<file path="src/rtl/fb_swap_ctrl_pkg.sv">
// Shared framebuffer constants and types.
// Imported by the swap controller, its clear engine and its interface.
package fb_pkg;

    localparam int FB_ADDR_W = 15;
    localparam int FB_DATA_W = 8;
    localparam int FB_WORDS  = 32768;

    typedef enum logic {CLR_IDLE, CLR_RUN} clr_state_t;

    typedef logic [FB_DATA_W-1:0] pixel_t;

endpackage

</file>
<file path="src/rtl/fb_swap_ctrl_if.sv">
// Bus between CPU decode / timing logic and the swap controller.
// The slave side is the controller, the master side drives requests.
interface fb_swap_ctrl_if
    import fb_pkg::*;
#(
    parameter int ADDR_W = FB_ADDR_W,
    parameter int DATA_W = FB_DATA_W
);
    logic              cpu_wr_en;
    logic [ADDR_W-1:0] cpu_addr;
    logic [DATA_W-1:0] cpu_data;
    logic              swap_req;
    logic              clear_req;
    logic [DATA_W-1:0] clear_color;
    logic              vblank;
    logic              nmi_enable;
    logic              nmi_ack;

    logic              mem_we;
    logic [ADDR_W-1:0] mem_addr;
    logic [DATA_W-1:0] mem_data;
    logic              buf_sel;
    logic              swap_pending;
    logic              clear_busy;
    logic              clear_done;
    logic              nmi_n;

    modport master (
        output cpu_wr_en, cpu_addr, cpu_data,
        output swap_req, clear_req, clear_color,
        output vblank, nmi_enable, nmi_ack,
        input  mem_we, mem_addr, mem_data,
        input  buf_sel, swap_pending,
        input  clear_busy, clear_done, nmi_n
    );

    modport slave (
        input  cpu_wr_en, cpu_addr, cpu_data,
        input  swap_req, clear_req, clear_color,
        input  vblank, nmi_enable, nmi_ack,
        output mem_we, mem_addr, mem_data,
        output buf_sel, swap_pending,
        output clear_busy, clear_done, nmi_n
    );

endinterface

</file>
<file path="src/rtl/fb_swap_ctrl_clear.sv">
// Back-buffer fill engine: walks addresses 0..CLEAR_LEN-1.
// Pauses on stall so no word is lost to a CPU write.
module fb_clear_engine
    import fb_pkg::*;
#(
    parameter int ADDR_W    = FB_ADDR_W,
    parameter int DATA_W    = FB_DATA_W,
    parameter int CLEAR_LEN = FB_WORDS
) (
    input  logic              clk,
    input  logic              rst,
    input  logic              req,
    input  logic              stall,
    input  logic [DATA_W-1:0] color,
    output logic              busy,
    output logic              done,
    output logic              valid,
    output logic [ADDR_W-1:0] addr,
    output logic [DATA_W-1:0] data
);

    // Counter has one spare bit so a full 2**ADDR_W clear is representable.
    localparam logic [ADDR_W:0] LAST = (ADDR_W+1)'(CLEAR_LEN - 1);

    clr_state_t        state;
    logic [ADDR_W:0]   cnt;
    logic [DATA_W-1:0] color_q;

    assign busy  = (state == CLR_RUN);
    assign valid = busy & ~stall;
    assign done  = valid & (cnt == LAST);
    assign addr  = cnt[ADDR_W-1:0];
    assign data  = color_q;

    // FSM, address counter and fill colour latch.
    always_ff @(posedge clk or posedge rst) begin
        if (rst) begin
            state   <= CLR_IDLE;
            cnt     <= '0;
            color_q <= '0;
        end else begin
            unique case (state)
                CLR_IDLE: begin
                    if (req) begin
                        state   <= CLR_RUN;
                        cnt     <= '0;
                        color_q <= color;
                    end
                end
                CLR_RUN: begin
                    if (done) begin
                        state <= CLR_IDLE;
                    end else if (valid) begin
                        cnt <= cnt + 1'b1;
                    end
                end
                default: state <= CLR_IDLE;
            endcase
        end
    end

endmodule

</file>
<file path="src/rtl/fb_swap_ctrl.sv">
// Back-buffer write arbiter, VBlank-aligned buffer swap and NMI latch.
// CPU writes always beat the clear engine on the shared write port.
module fb_swap_ctrl
    import fb_pkg::*;
#(
    parameter int ADDR_W    = FB_ADDR_W,
    parameter int DATA_W    = FB_DATA_W,
    parameter int CLEAR_LEN = FB_WORDS
) (
    input  logic                 clk,
    input  logic                 rst,
    fb_swap_ctrl_if.slave        bus
);

    logic              eng_busy;
    logic              eng_done;
    logic              eng_valid;
    logic [ADDR_W-1:0] eng_addr;
    logic [DATA_W-1:0] eng_data;
    logic              vblank_q;
    logic              vb_edge;
    logic              swap_go;
    logic              mem_we;
    logic [ADDR_W-1:0] mem_addr;
    logic [DATA_W-1:0] mem_data;
    logic              buf_sel;
    logic              swap_pending;
    logic              clear_done;
    logic              nmi_n;

    fb_clear_engine #(
        .ADDR_W    (ADDR_W),
        .DATA_W    (DATA_W),
        .CLEAR_LEN (CLEAR_LEN)
    ) u_clear (
        .clk   (clk),
        .rst   (rst),
        .req   (bus.clear_req),
        .stall (bus.cpu_wr_en),
        .color (bus.clear_color),
        .busy  (eng_busy),
        .done  (eng_done),
        .valid (eng_valid),
        .addr  (eng_addr),
        .data  (eng_data)
    );

    assign vb_edge = bus.vblank & ~vblank_q;
    // A swap waits out any clear so the new front buffer is complete.
    assign swap_go = vb_edge
                   & (swap_pending | bus.swap_req)
                   & ~eng_busy;

    // Registered write port: CPU first, then clear engine, else idle.
    always_ff @(posedge clk or posedge rst) begin
        if (rst) begin
            mem_we     <= 1'b0;
            mem_addr   <= '0;
            mem_data   <= '0;
            clear_done <= 1'b0;
        end else begin
            clear_done <= eng_done;
            if (bus.cpu_wr_en) begin
                mem_we   <= 1'b1;
                mem_addr <= bus.cpu_addr;
                mem_data <= bus.cpu_data;
            end else if (eng_valid) begin
                mem_we   <= 1'b1;
                mem_addr <= eng_addr;
                mem_data <= eng_data;
            end else begin
                mem_we <= 1'b0;
            end
        end
    end

    // VBlank history, pending swap and displayed-buffer select.
    always_ff @(posedge clk or posedge rst) begin
        if (rst) begin
            vblank_q     <= 1'b0;
            swap_pending <= 1'b0;
            buf_sel      <= 1'b0;
        end else begin
            vblank_q <= bus.vblank;
            if (swap_go) begin
                swap_pending <= 1'b0;
                buf_sel      <= ~buf_sel;
            end else if (bus.swap_req) begin
                swap_pending <= 1'b1;
            end
        end
    end

    // NMI latch; a new VBlank edge outranks a same-cycle acknowledge.
    always_ff @(posedge clk or posedge rst) begin
        if (rst) begin
            nmi_n <= 1'b1;
        end else if (vb_edge & bus.nmi_enable) begin
            nmi_n <= 1'b0;
        end else if (bus.nmi_ack) begin
            nmi_n <= 1'b1;
        end
    end

    assign bus.mem_we       = mem_we;
    assign bus.mem_addr     = mem_addr;
    assign bus.mem_data     = mem_data;
    assign bus.buf_sel      = buf_sel;
    assign bus.swap_pending = swap_pending;
    assign bus.clear_busy   = eng_busy;
    assign bus.clear_done   = clear_done;
    assign bus.nmi_n        = nmi_n;

endmodule

</file>
<file path="src/flat_wrapper.sv">
// flat-port wrapper written by rule: the top's interface ports become plain ports
module fb_swap_ctrl_flat import fb_pkg::*;
#(
    parameter int ADDR_W    = FB_ADDR_W,
    parameter int DATA_W    = FB_DATA_W,
    parameter int CLEAR_LEN = FB_WORDS
)
  (clk, rst, bus_cpu_wr_en, bus_cpu_addr, bus_cpu_data, bus_swap_req, bus_clear_req, bus_clear_color, bus_vblank, bus_nmi_enable, bus_nmi_ack, bus_mem_we, bus_mem_addr, bus_mem_data, bus_buf_sel, bus_swap_pending, bus_clear_busy, bus_clear_done, bus_nmi_n);
  fb_swap_ctrl_if #(.ADDR_W(ADDR_W), .DATA_W(DATA_W)) bus_i ();
  input  logic clk;
  input  logic rst;
  input wire logic [$bits(bus_i.cpu_wr_en)-1:0] bus_cpu_wr_en;
  input wire logic [$bits(bus_i.cpu_addr)-1:0] bus_cpu_addr;
  input wire logic [$bits(bus_i.cpu_data)-1:0] bus_cpu_data;
  input wire logic [$bits(bus_i.swap_req)-1:0] bus_swap_req;
  input wire logic [$bits(bus_i.clear_req)-1:0] bus_clear_req;
  input wire logic [$bits(bus_i.clear_color)-1:0] bus_clear_color;
  input wire logic [$bits(bus_i.vblank)-1:0] bus_vblank;
  input wire logic [$bits(bus_i.nmi_enable)-1:0] bus_nmi_enable;
  input wire logic [$bits(bus_i.nmi_ack)-1:0] bus_nmi_ack;
  output wire logic [$bits(bus_i.mem_we)-1:0] bus_mem_we;
  output wire logic [$bits(bus_i.mem_addr)-1:0] bus_mem_addr;
  output wire logic [$bits(bus_i.mem_data)-1:0] bus_mem_data;
  output wire logic [$bits(bus_i.buf_sel)-1:0] bus_buf_sel;
  output wire logic [$bits(bus_i.swap_pending)-1:0] bus_swap_pending;
  output wire logic [$bits(bus_i.clear_busy)-1:0] bus_clear_busy;
  output wire logic [$bits(bus_i.clear_done)-1:0] bus_clear_done;
  output wire logic [$bits(bus_i.nmi_n)-1:0] bus_nmi_n;
  assign bus_i.cpu_wr_en = bus_cpu_wr_en;
  assign bus_i.cpu_addr = bus_cpu_addr;
  assign bus_i.cpu_data = bus_cpu_data;
  assign bus_i.swap_req = bus_swap_req;
  assign bus_i.clear_req = bus_clear_req;
  assign bus_i.clear_color = bus_clear_color;
  assign bus_i.vblank = bus_vblank;
  assign bus_i.nmi_enable = bus_nmi_enable;
  assign bus_i.nmi_ack = bus_nmi_ack;
  assign bus_mem_we = bus_i.mem_we;
  assign bus_mem_addr = bus_i.mem_addr;
  assign bus_mem_data = bus_i.mem_data;
  assign bus_buf_sel = bus_i.buf_sel;
  assign bus_swap_pending = bus_i.swap_pending;
  assign bus_clear_busy = bus_i.clear_busy;
  assign bus_clear_done = bus_i.clear_done;
  assign bus_nmi_n = bus_i.nmi_n;
  fb_swap_ctrl #(.ADDR_W(ADDR_W), .DATA_W(DATA_W), .CLEAR_LEN(CLEAR_LEN)) u_core (.clk(clk), .rst(rst), .bus(bus_i));
endmodule
</file>
<file path="config.mk">
export PLATFORM = sky130hd
export DESIGN_NAME = fb_swap_ctrl_flat
export DESIGN_NICKNAME = d
export VERILOG_FILES = /design/src/rtl/fb_swap_ctrl_pkg.sv /design/src/rtl/fb_swap_ctrl_if.sv /design/src/rtl/fb_swap_ctrl_clear.sv /design/src/rtl/fb_swap_ctrl.sv /design/src/flat_wrapper.sv
export SDC_FILE = /design/constraint.sdc
export NUM_CORES = 1
export LEC_CHECK = 0
export BUFFER_PORTS_ARGS = -buffer_cell sky130_fd_sc_hd__buf_2
export CORE_ASPECT_RATIO = 0.6
export CORE_UTILIZATION = 56
export CTS_CLUSTER_DIAMETER = 40
export DETAILED_ROUTE_END_ITERATION = 6
export GPL_TIMING_DRIVEN = 0
export PLACE_DENSITY = 0.84
export SYNTH_ARGS = -nofsm -noshare
export SYNTH_HDL_FRONTEND = slang
export SYNTH_SLANG_ARGS = --single-unit
</file>
<file path="constraint.sdc">
create_clock -name clk -period 3.9 [get_ports clk]
set_input_delay 0.39 -clock clk [delete_from_list [all_inputs] [get_ports clk]]
set_output_delay 0.39 -clock clk [all_outputs]
set_load 0.01 [all_outputs]
</file>
### Word-level counts from Yosys, hierarchy flattened

Cells that the tools add are included.

| cells by class | value |
|---|---|
| $add $sub $neg | 1 |
| equality and inequality tests | 4 |
| muxes and demuxes | 17 |
| bitwise gates (word level) | 11 |
| reduce and logical (&&, ||, !) cells | 5 |

Operator list:

| operator | count |
|---|---|
| $mux W16 | 3 |
| $pmux W16 S2 | 1 |
| $mux W15 | 2 |
| $add A16 B1 Y16 const B | 1 |
| $eq A16 B15 Y1 const B | 1 |
| $mux W8 | 2 |
| $mux W1 | 8 |
| $and A1 B1 Y1 | 6 |
| $ne A2 B2 Y1 const B | 3 |
| $reduce_bool A2 Y1 | 3 |
| $not A1 Y1 | 4 |
| $reduce_and A3 Y1 | 1 |
| $pmux W1 S2 | 1 |
| $reduce_and A2 Y1 | 1 |
| $or A1 B1 Y1 | 1 |

| word-level totals | value |
|---|---|
| register bits after elaboration | 54 |
| bits of input ports | 39 |
| output and inout bits | 29 |
| logic and storage cells | 49 |

### Logic depth before layout (Yosys ltp)

Gate-level depths: netlist of run 1.

| depth | value |
|---|---|
| depth in word-level cells | 5 |
| depth in mapped cells | 5 |
| mapped depth without buffers | 5 |

### Modules after synthesis

Synthesis of run 1 repeated with hierarchy kept, for this count alone.

| second synthesis, totals | value |
|---|---|
| cells, all modules | 262 |
| area, all modules | 2628.8 um2 |

Modules (own cells, without submodules):

| module | times used | cells an instance | area each (um2) | sequential area each (um2) |
|---|---|---|---|---|
| fb_clear_engine | 1 | 146 | 1342.5 | 625.6 |
| fb_swap_ctrl | 1 | 116 | 1286.2 | 726.9 |

### Worst setup path before layout of run 1

OpenSTA, ideal clock, no wires.

| timing | value |
|---|---|
| path type | flip-flop to flip-flop |
| start point | reg u_core.u_clear.state, in the netlist u_core.u_clear.busy |
| end point | reg u_core.u_clear.cnt[6] |
| setup time | 141 ps |
| data arrival time | 1520 ps |
| data required time | 3759 ps |
| path slack | 2239 ps |
| cell stages (with the launch flop) | 6 |
| path buffers | 1 |
| period minus slack after synthesis | 1661 ps |
| cell sequence | dfrtp_1 > buf_2 > nor2b_1 > nand3_1 > o311ai_0 > o41ai_1 |

| between the ends | value |
|---|---|
| longest elaborated chain between the ends | 4 |
| elaborated cells on any way between the ends | 8 |
| classes of those cells | eq/ne (3); mux (1); bitwise (3); reduce/logical (1) |

RTL lines:

| element | line | RTL |
|---|---|---|
| start, declared | fb_swap_ctrl_clear.sv:25 | `clr_state_t state;` |
| start signal, assigned | fb_swap_ctrl_clear.sv:38 | `state <= CLR_IDLE;` |
| start signal, assigned | fb_swap_ctrl_clear.sv:45 | `state <= CLR_RUN;` |
| start signal, assigned | fb_swap_ctrl_clear.sv:52 | `state <= CLR_IDLE;` |
| $and A1 B1 Y1 | fb_swap_ctrl_clear.sv:30 | `assign valid = busy & ~stall;` |
| $and A1 B1 Y1 | fb_swap_ctrl_clear.sv:31 | `assign done = valid & (cnt == LAST);` |
| $ne A2 B2 Y1 (no source line) | - |  |
| $reduce_and A3 Y1 (no source line) | - |  |
| end signal, assigned | fb_swap_ctrl_clear.sv:54 | `cnt <= cnt + 1'b1;` |
| end, declared | fb_swap_ctrl_clear.sv:26 | `logic [ADDR_W:0] cnt;` |

Several ways; a longest one is shown, not always the timed one.
A chain may end at the register's enable or synchronous reset.

### Worst setup path in the final report of run 1

Ends and elaborated chain as after synthesis.

==> results.sh, run 1 <==
export IMPL_synth_top_area_share_pct=52.8
export IMPL_setup_viol=0
export IMPL_cp_arrival_ps=2180
export IMPL_initial_core_util_pct=59.6
export IMPL_synth_adder_area_share_pct=0.498
export IMPL_cts_tree="yes"
export IMPL_maxCapViolCount=0
export IMPL_drtAntennaViolNets=0
export IMPL_rsz0062_at_grt="false"
export IMPL_status="complete, no violations"
export IMPL_grt_pass1_wl_um=9510
export IMPL_skew_ps=5.41
export IMPL_fin_crit_sh_pct=51.3
export IMPL_firstDrtPassIters=4
export IMPL_setup_ws_ps=1900
export IMPL_grt_pass1_vias=1990
export IMPL_clock_fmax_mhz=500
export IMPL_die_area_mm2=0.00476
export IMPL_nNetsFinal=366
export IMPL_syn_avg_cell_area_um2=10.0
export IMPL_async_flop_share_pct=100
export IMPL_synth_edf_count=0
export IMPL_yosysSeqAreaShare_pct=53.9
export IMPL_port_buffers=67
export IMPL_max_slew_margin_pct=40.8
export IMPL_tns_ps=0
export IMPL_cts_sinks=54
export IMPL_final_cells=387
export IMPL_worst_hold_path_type="in2async"
export IMPL_ir_drop_mv=0.281
export IMPL_cts_repair_resized=0
export IMPL_syn_nets=291
export IMPL_gp_congestion=0.884
export IMPL_yosys_top_cells_count="nand2_1 (57), dfrtp_1 (53), mux2i_1 (31)"
export IMPL_post_synth_top_count_cell="nand2_1"
export IMPL_route_vias_total=2172
export IMPL_r2r_cells=5
export IMPL_cts_setup_buffers=0
export IMPL_fp_dieW_um=88.5
export IMPL_min_period_ps=2000
export IMPL_num_rows=18
export IMPL_ios=68
export IMPL_synth_mux_area_share_pct=12.4
export IMPL_synth_compound_area_share_pct=9.67
export IMPL_grt_start_max_net_pins=34
export IMPL_post_place_ws_ps=1960
export IMPL_dp_hpwl_um=4280
export IMPL_finalHoldViolCount=0
export IMPL_r2r_start="u_core.u_clear.busy"
export IMPL_post_place_cells=379
export IMPL_cp_max_fo=10
export IMPL_drt_iter0_drc=159
export IMPL_drv_slew=0
export IMPL_clock_path_buffers=2
export IMPL_area_growth_pct=21.8
export IMPL_rr_endpoint="u_core.u_clear.cnt[6]"
export IMPL_synthFlopType="dfrtp_1"
export IMPL_viasPerCell=5.61
export IMPL_ys_top_cells_by_area="dfrtp_1 (53%), mux2i_1 (12%), nand2_1 (8.5%)"
export IMPL_netlist_area_mm2=0.00251
export IMPL_gr_total_overflow=0
export IMPL_final_area_mm2=0.00306
export IMPL_diodes=0
export IMPL_grt_use_total_pct=27.6
export IMPL_clock_root_buffer="clkbuf_8"
export IMPL_die_h_um=53.9
export IMPL_yosysTopAreaCell="dfrtp_1"
export IMPL_yosys_area_share_simple_pct=20.3
export IMPL_ys_warn_count=0
export IMPL_whs_ps=82.6
export IMPL_worst_slew_pin_slew_ps=880
export IMPL_holdBufCountCts=0
export IMPL_ys_types=33
export IMPL_required_ps=4080
export IMPL_synthCells=251
export IMPL_leakage_nw=1.59
export IMPL_wirelength_um=5970
export IMPL_cts_inserted_buffers=5
export IMPL_critical_path_class="reg2reg"
export IMPL_drive_above_1_share_pct=26.3
export IMPL_cp_end_kind="flip-flop"
export IMPL_clock_latency_ps=310
export IMPL_cp_start_kind="flip-flop"
export IMPL_htreeDepth=2
export IMPL_core_area_mm2=0.00421
export IMPL_place_area_mm2=0.00294
export IMPL_wire_per_inst_um=15.4
export IMPL_p_per_area_mw_per_mm2=435
export IMPL_clk_pin_slew_ps=90
export IMPL_r2r_slack_ps=1900
export IMPL_synth_xor_xnor_area_share_pct=0.349
export IMPL_ys_seq_elements=54
export IMPL_antenna_found_initial=0
export IMPL_drcViolationCount=0
export IMPL_synth_top_family_by_area="simple AND/OR/NAND/NOR gates"
cell usage in the layout, fill, tap and decap left out, drive strengths merged, types with 2 or more instances in the layout:
cell	instances
nand2	57
or3	2
o311ai	6
nand4b	2
nor3	3
nand4	5
nor2	11
or2	5
mux2i	31
nor2b	2
dfrtp	53
inv	5
buf	71
nor4	5
o21ai	24
nand2b	5
nand3	7
o41ai	5
clkbuf	18
flip-flops by register name, summed over array words and instances, names as in the netlist:
name	cells
u_core.vblank_q	1
u_core.bus.buf_sel	1
u_core.u_clear.cnt	16
u_core.bus.nmi_n	1
u_core.u_clear.busy	1
u_core.bus.swap_pending	1
u_core.bus.mem_data	8
u_core.bus.mem_addr	15
u_core.bus.clear_done	1
u_core.bus.mem_we	1
u_core.u_clear.data	8
through the flow:
stage | utilization (%) | total power [mW]
floorplan | - | 0.843
finish | 72.6 | 1.33
detailed placement | 69.8 | 0.946
global placement | 69.4 | 0.928
global route | 72.6 | 1.39
CTS | 72.6 | 1.33
power breakdown:
part / internal (mW) / total (mW) / switching (mW)
logic: 0.102 / 0.229 / 0.127
registers: 0.633 / 0.715 / 0.0821
clock network: 0.209 / 0.388 / 0.178
total: 0.945 / 1.33 / 0.387
metal layers:
metal / track usage [%] / wire length, um / vias up
met1: 40.1 / 2880 / 1045
met2: 40.3 / 2600 / 77
li1: - / - / 1037
met4: 8.87 / 87 / 0
met5: 0 / 0 / -
met3: 7.67 / 414 / 13
worst max-delay path, cell delays in order (launching register included):
cell and delay (ps):
dfrtp_1 410, buf_2 300, nor2b_1 440, nand3_1 210, o311ai_0 380, o41ai_1 130
worst max path at each step:
stage                          start  cells past startpoint                endpoint  slack [ps]
3_5_place_dp   u_core.u_clear.cnt[8]                      4  u_core.u_clear.cnt[11]        1960
4_1_cts        u_core.u_clear.cnt[8]                      4  u_core.u_clear.cnt[11]        1940
5_1_grt        u_core.u_clear.cnt[0]                      5  u_core.u_clear.cnt[11]        1730
6_report         u_core.u_clear.busy                      5   u_core.u_clear.cnt[6]        1900
3_3_place_gp                     rst                      2  u_core.u_clear.cnt[11]        1560
2_1_floorplan                    rst                      1      u_core.bus.buf_sel        2200
cell families (layout without fill, tap and decap cells):
| kind of cell | Yosys count | count (layout) |
|---|---|---|
| adders and majority gates | 1 | 1 |
| and+or+nand+nor | 106 | 106 |
| muxes | 31 | 31 |
| xor gates and xnor gates | 1 | 1 |
| DFF | 54 | 54 |
| buffers and inverters | 19 | 95 |
| AOI/OAI and AO/OA | 39 | 39 |
cell type report:
cell class	instances	area, um^2
fill	324	1150
multi-input combinational	178	1080
clock buffer	7	86.3
tap	60	75.1
timing repair buffer	68	355
clock inverter	1	30.0
inverter	5	18.8
buffer	14	56.3
sequential	54	1350
Power figures use the tool's default switching activity.
==> run 2, diff against run 1 <==
Settings changed: CORE_UTILIZATION 56 to 52, PLACE_DENSITY 0.84 to 0.79.
Clock period 3.9 ns to 1.93 ns, I/O delays scaled along.
==> results.sh, run 2 (synthesized netlist as in run 1, its figures left out) <==
export IMPL_grt_util_met3_pct=4.92
export IMPL_fillers=384
export IMPL_max_slew_margin_pct=54.8
export IMPL_whs_endpoint="u_core.vblank_q"
export IMPL_intPower_mw=1.92
export IMPL_leakage_nw=1.61
export IMPL_cp_slowest_cell="dfrtp_1"
export IMPL_cts_tree="yes"
export IMPL_grt_use_total_pct=24.4
export IMPL_drive_above_1_share_pct=28.0
export IMPL_min_period_ps=1850
export IMPL_r2r_start="u_core.u_clear.cnt[8]"
export IMPL_die_h_um=55.8
export IMPL_cts_setup_buffers=0
export IMPL_hold_path_startpoint="bus_vblank"
export IMPL_finalHoldViolCount=0
export IMPL_power_total_mw=2.68
export IMPL_final_cell_mix="buf_2 (68), nand2_1 (57), dfrtp_1 (51)"
export IMPL_grt_pass1_vias=2073
export IMPL_initial_core_util_pct=54.4
export IMPL_whs_path_depth=1
export IMPL_core_area_mm2=0.00461
export IMPL_htreeDepth=2
export IMPL_rsz0062_at_grt="false"
export IMPL_critical_path_class="reg2reg"
export IMPL_clock_power_share_pct=29.1
export IMPL_cts_inserted_buffers=5
export IMPL_gr_total_overflow=0
export IMPL_worst_slew_pin_slew_ps=677
export IMPL_max_stage_delay_ps=460
export IMPL_r2r_slack_ps=80
export IMPL_drtAntennaViolNets=0
export IMPL_rr_endpoint="u_core.u_clear.busy"
export IMPL_met1_usage_pct=35.9
export IMPL_cp_max_fo=7
export IMPL_cp_start_kind="flip-flop"
export IMPL_multi_input_area_mm2=0.00111
export IMPL_largest_reg_flops=16
export IMPL_cp_arrival_ps=2020
export IMPL_clock_fmax_mhz=542
export IMPL_p_seq_share_pct=53.8
export IMPL_p_comb_share_pct=17.1
export IMPL_clk_pin_slew_ps=90
export IMPL_final_common_cell="buf_2"
export IMPL_top_regs="u_core.u_clear.cnt: 16 flops, u_core.bus.mem_addr: 15 flops"
export IMPL_p_sw_uw=761
export IMPL_worst_hold_path_type="in2reg"
export IMPL_drt_iter0_drc=157
export IMPL_viasPerCell=5.52
export IMPL_crit_chain="nand4_1, or2_2, nor3_1, nor2_1"
export IMPL_top_register="u_core.u_clear.cnt"
export IMPL_drv_slew=0
export IMPL_antenna_found_initial=0
export IMPL_status="complete, no violations"
export IMPL_nNetsFinal=367
export IMPL_dp_hpwl_um=4270
export IMPL_fp_dieW_um=91.7
export IMPL_gp_congestion=0.896
export IMPL_grt_most_used_layer="met2"
export IMPL_r2r_cells=4
export IMPL_switching_share_pct=28.4
export IMPL_wire_per_inst_um=15.1
export IMPL_fin_crit_sh_pct=95.6
export IMPL_port_buffers=67
export IMPL_ir_drop_mv=0.560
export IMPL_num_rows=19
export IMPL_cp_end_kind="flip-flop"
export IMPL_whs_ps=18.0
export IMPL_area_growth_pct=23.6
export IMPL_seq_area_mm2=0.00136
export IMPL_drcViolationCount=0
export IMPL_diodes=0
export IMPL_ios=68
export IMPL_maxCapViolCount=0
export IMPL_skew_ps=8.76
export IMPL_die_area_mm2=0.00512
export IMPL_clock_path_buffers=2
export IMPL_use_met2_pct=38.5
export IMPL_route_vias_total=2158
export IMPL_p_per_area_mw_per_mm2=863
export IMPL_grt_pass1_wl_um=9800
export IMPL_cts_sinks=54
export IMPL_setup_viol=0
export IMPL_wirelength_um=5890
export IMPL_required_ps=2110
export IMPL_clock_latency_ps=310
export IMPL_clock_root_buffer="clkbuf_8"
export IMPL_grt_start_max_net_pins=30
export IMPL_firstDrtPassIters=5
[run 2: worst max-delay path by stage]
stage,endpoint,slack [ps],startpoint,cells after the start
after floorplan,u_core.u_clear.cnt[6],270,u_core.u_clear.busy,5
after detailed placement,u_core.u_clear.cnt[11],30,u_core.u_clear.cnt[8],4
after global placement,u_core.bus.mem_addr[6],-230,rst,2
final,u_core.u_clear.busy,80,u_core.u_clear.cnt[8],4
after CTS,u_core.u_clear.cnt[12],50,u_core.u_clear.cnt[0],5
after global routing,u_core.u_clear.cnt[11],4,u_core.u_clear.cnt[5],5
[run 2: layout make-up]
type / count / area share [%]
Sequential cell: 54 / 43.7
Timing Repair Buffer: 69 / 11.8
Inverter: 5 / 0.605
Clock inverter: 1 / 0.968
Multi-Input combinational cell: 178 / 35.8
Tap cell: 63 / 2.54
Clock buffer: 7 / 2.78
Buffer: 14 / 1.90
[run 2: worst max-delay path, delay by kind of cell (launching register included)]
kind             cells  cell delay (ps)
DFF                  1              460
and+or+nand+nor      4             1260
[run 2: power by group through the flow]
stage / logic [mW] / clock network (mW) / registers, mW
2_1_floorplan: 0.251 / 0 / 1.45
3_3_place_gp: 0.425 / 0 / 1.45
3_5_place_dp: 0.452 / 0 / 1.45
4_1_cts: 0.457 / 0.785 / 1.43
5_1_grt: 0.517 / 0.833 / 1.46
6_report: 0.458 / 0.779 / 1.44
[run 2: stage by stage]
step | instances | setup slack [ps] | TNS (ps) | instance area [um^2] | utilization (%)
floorplan | 251 | 269 | 0 | 2510 | -
global placement | 381 | -230 | -12030 | 2930 | 63.4
detailed placement | 382 | 25.4 | 0 | 2950 | 63.9
CTS | 391 | 54.4 | 0 | 3080 | 66.8
global route | 391 | 3.82 | 0 | 3100 | 67.3
finish | 391 | 84.9 | 0 | 3100 | 67.3
[run 2: per-layer routing]
layer	vias to the layer above	wire (um)	part of all wire (%)
met2	72	2610	44
li1	1027	-	-
met4	0	22	0.37
met5	-	0	0
met3	6	380	6.5
met1	1053	2870	49
[run 2: timing repair]
item,4_1_cts,5_1_grt
cloned,0,0
gates resized for setup,2,7
pin swaps,0,1
endpoints found under the setup margin,2,7
hold buffers,1,0
endpoints found under the hold margin,25,0
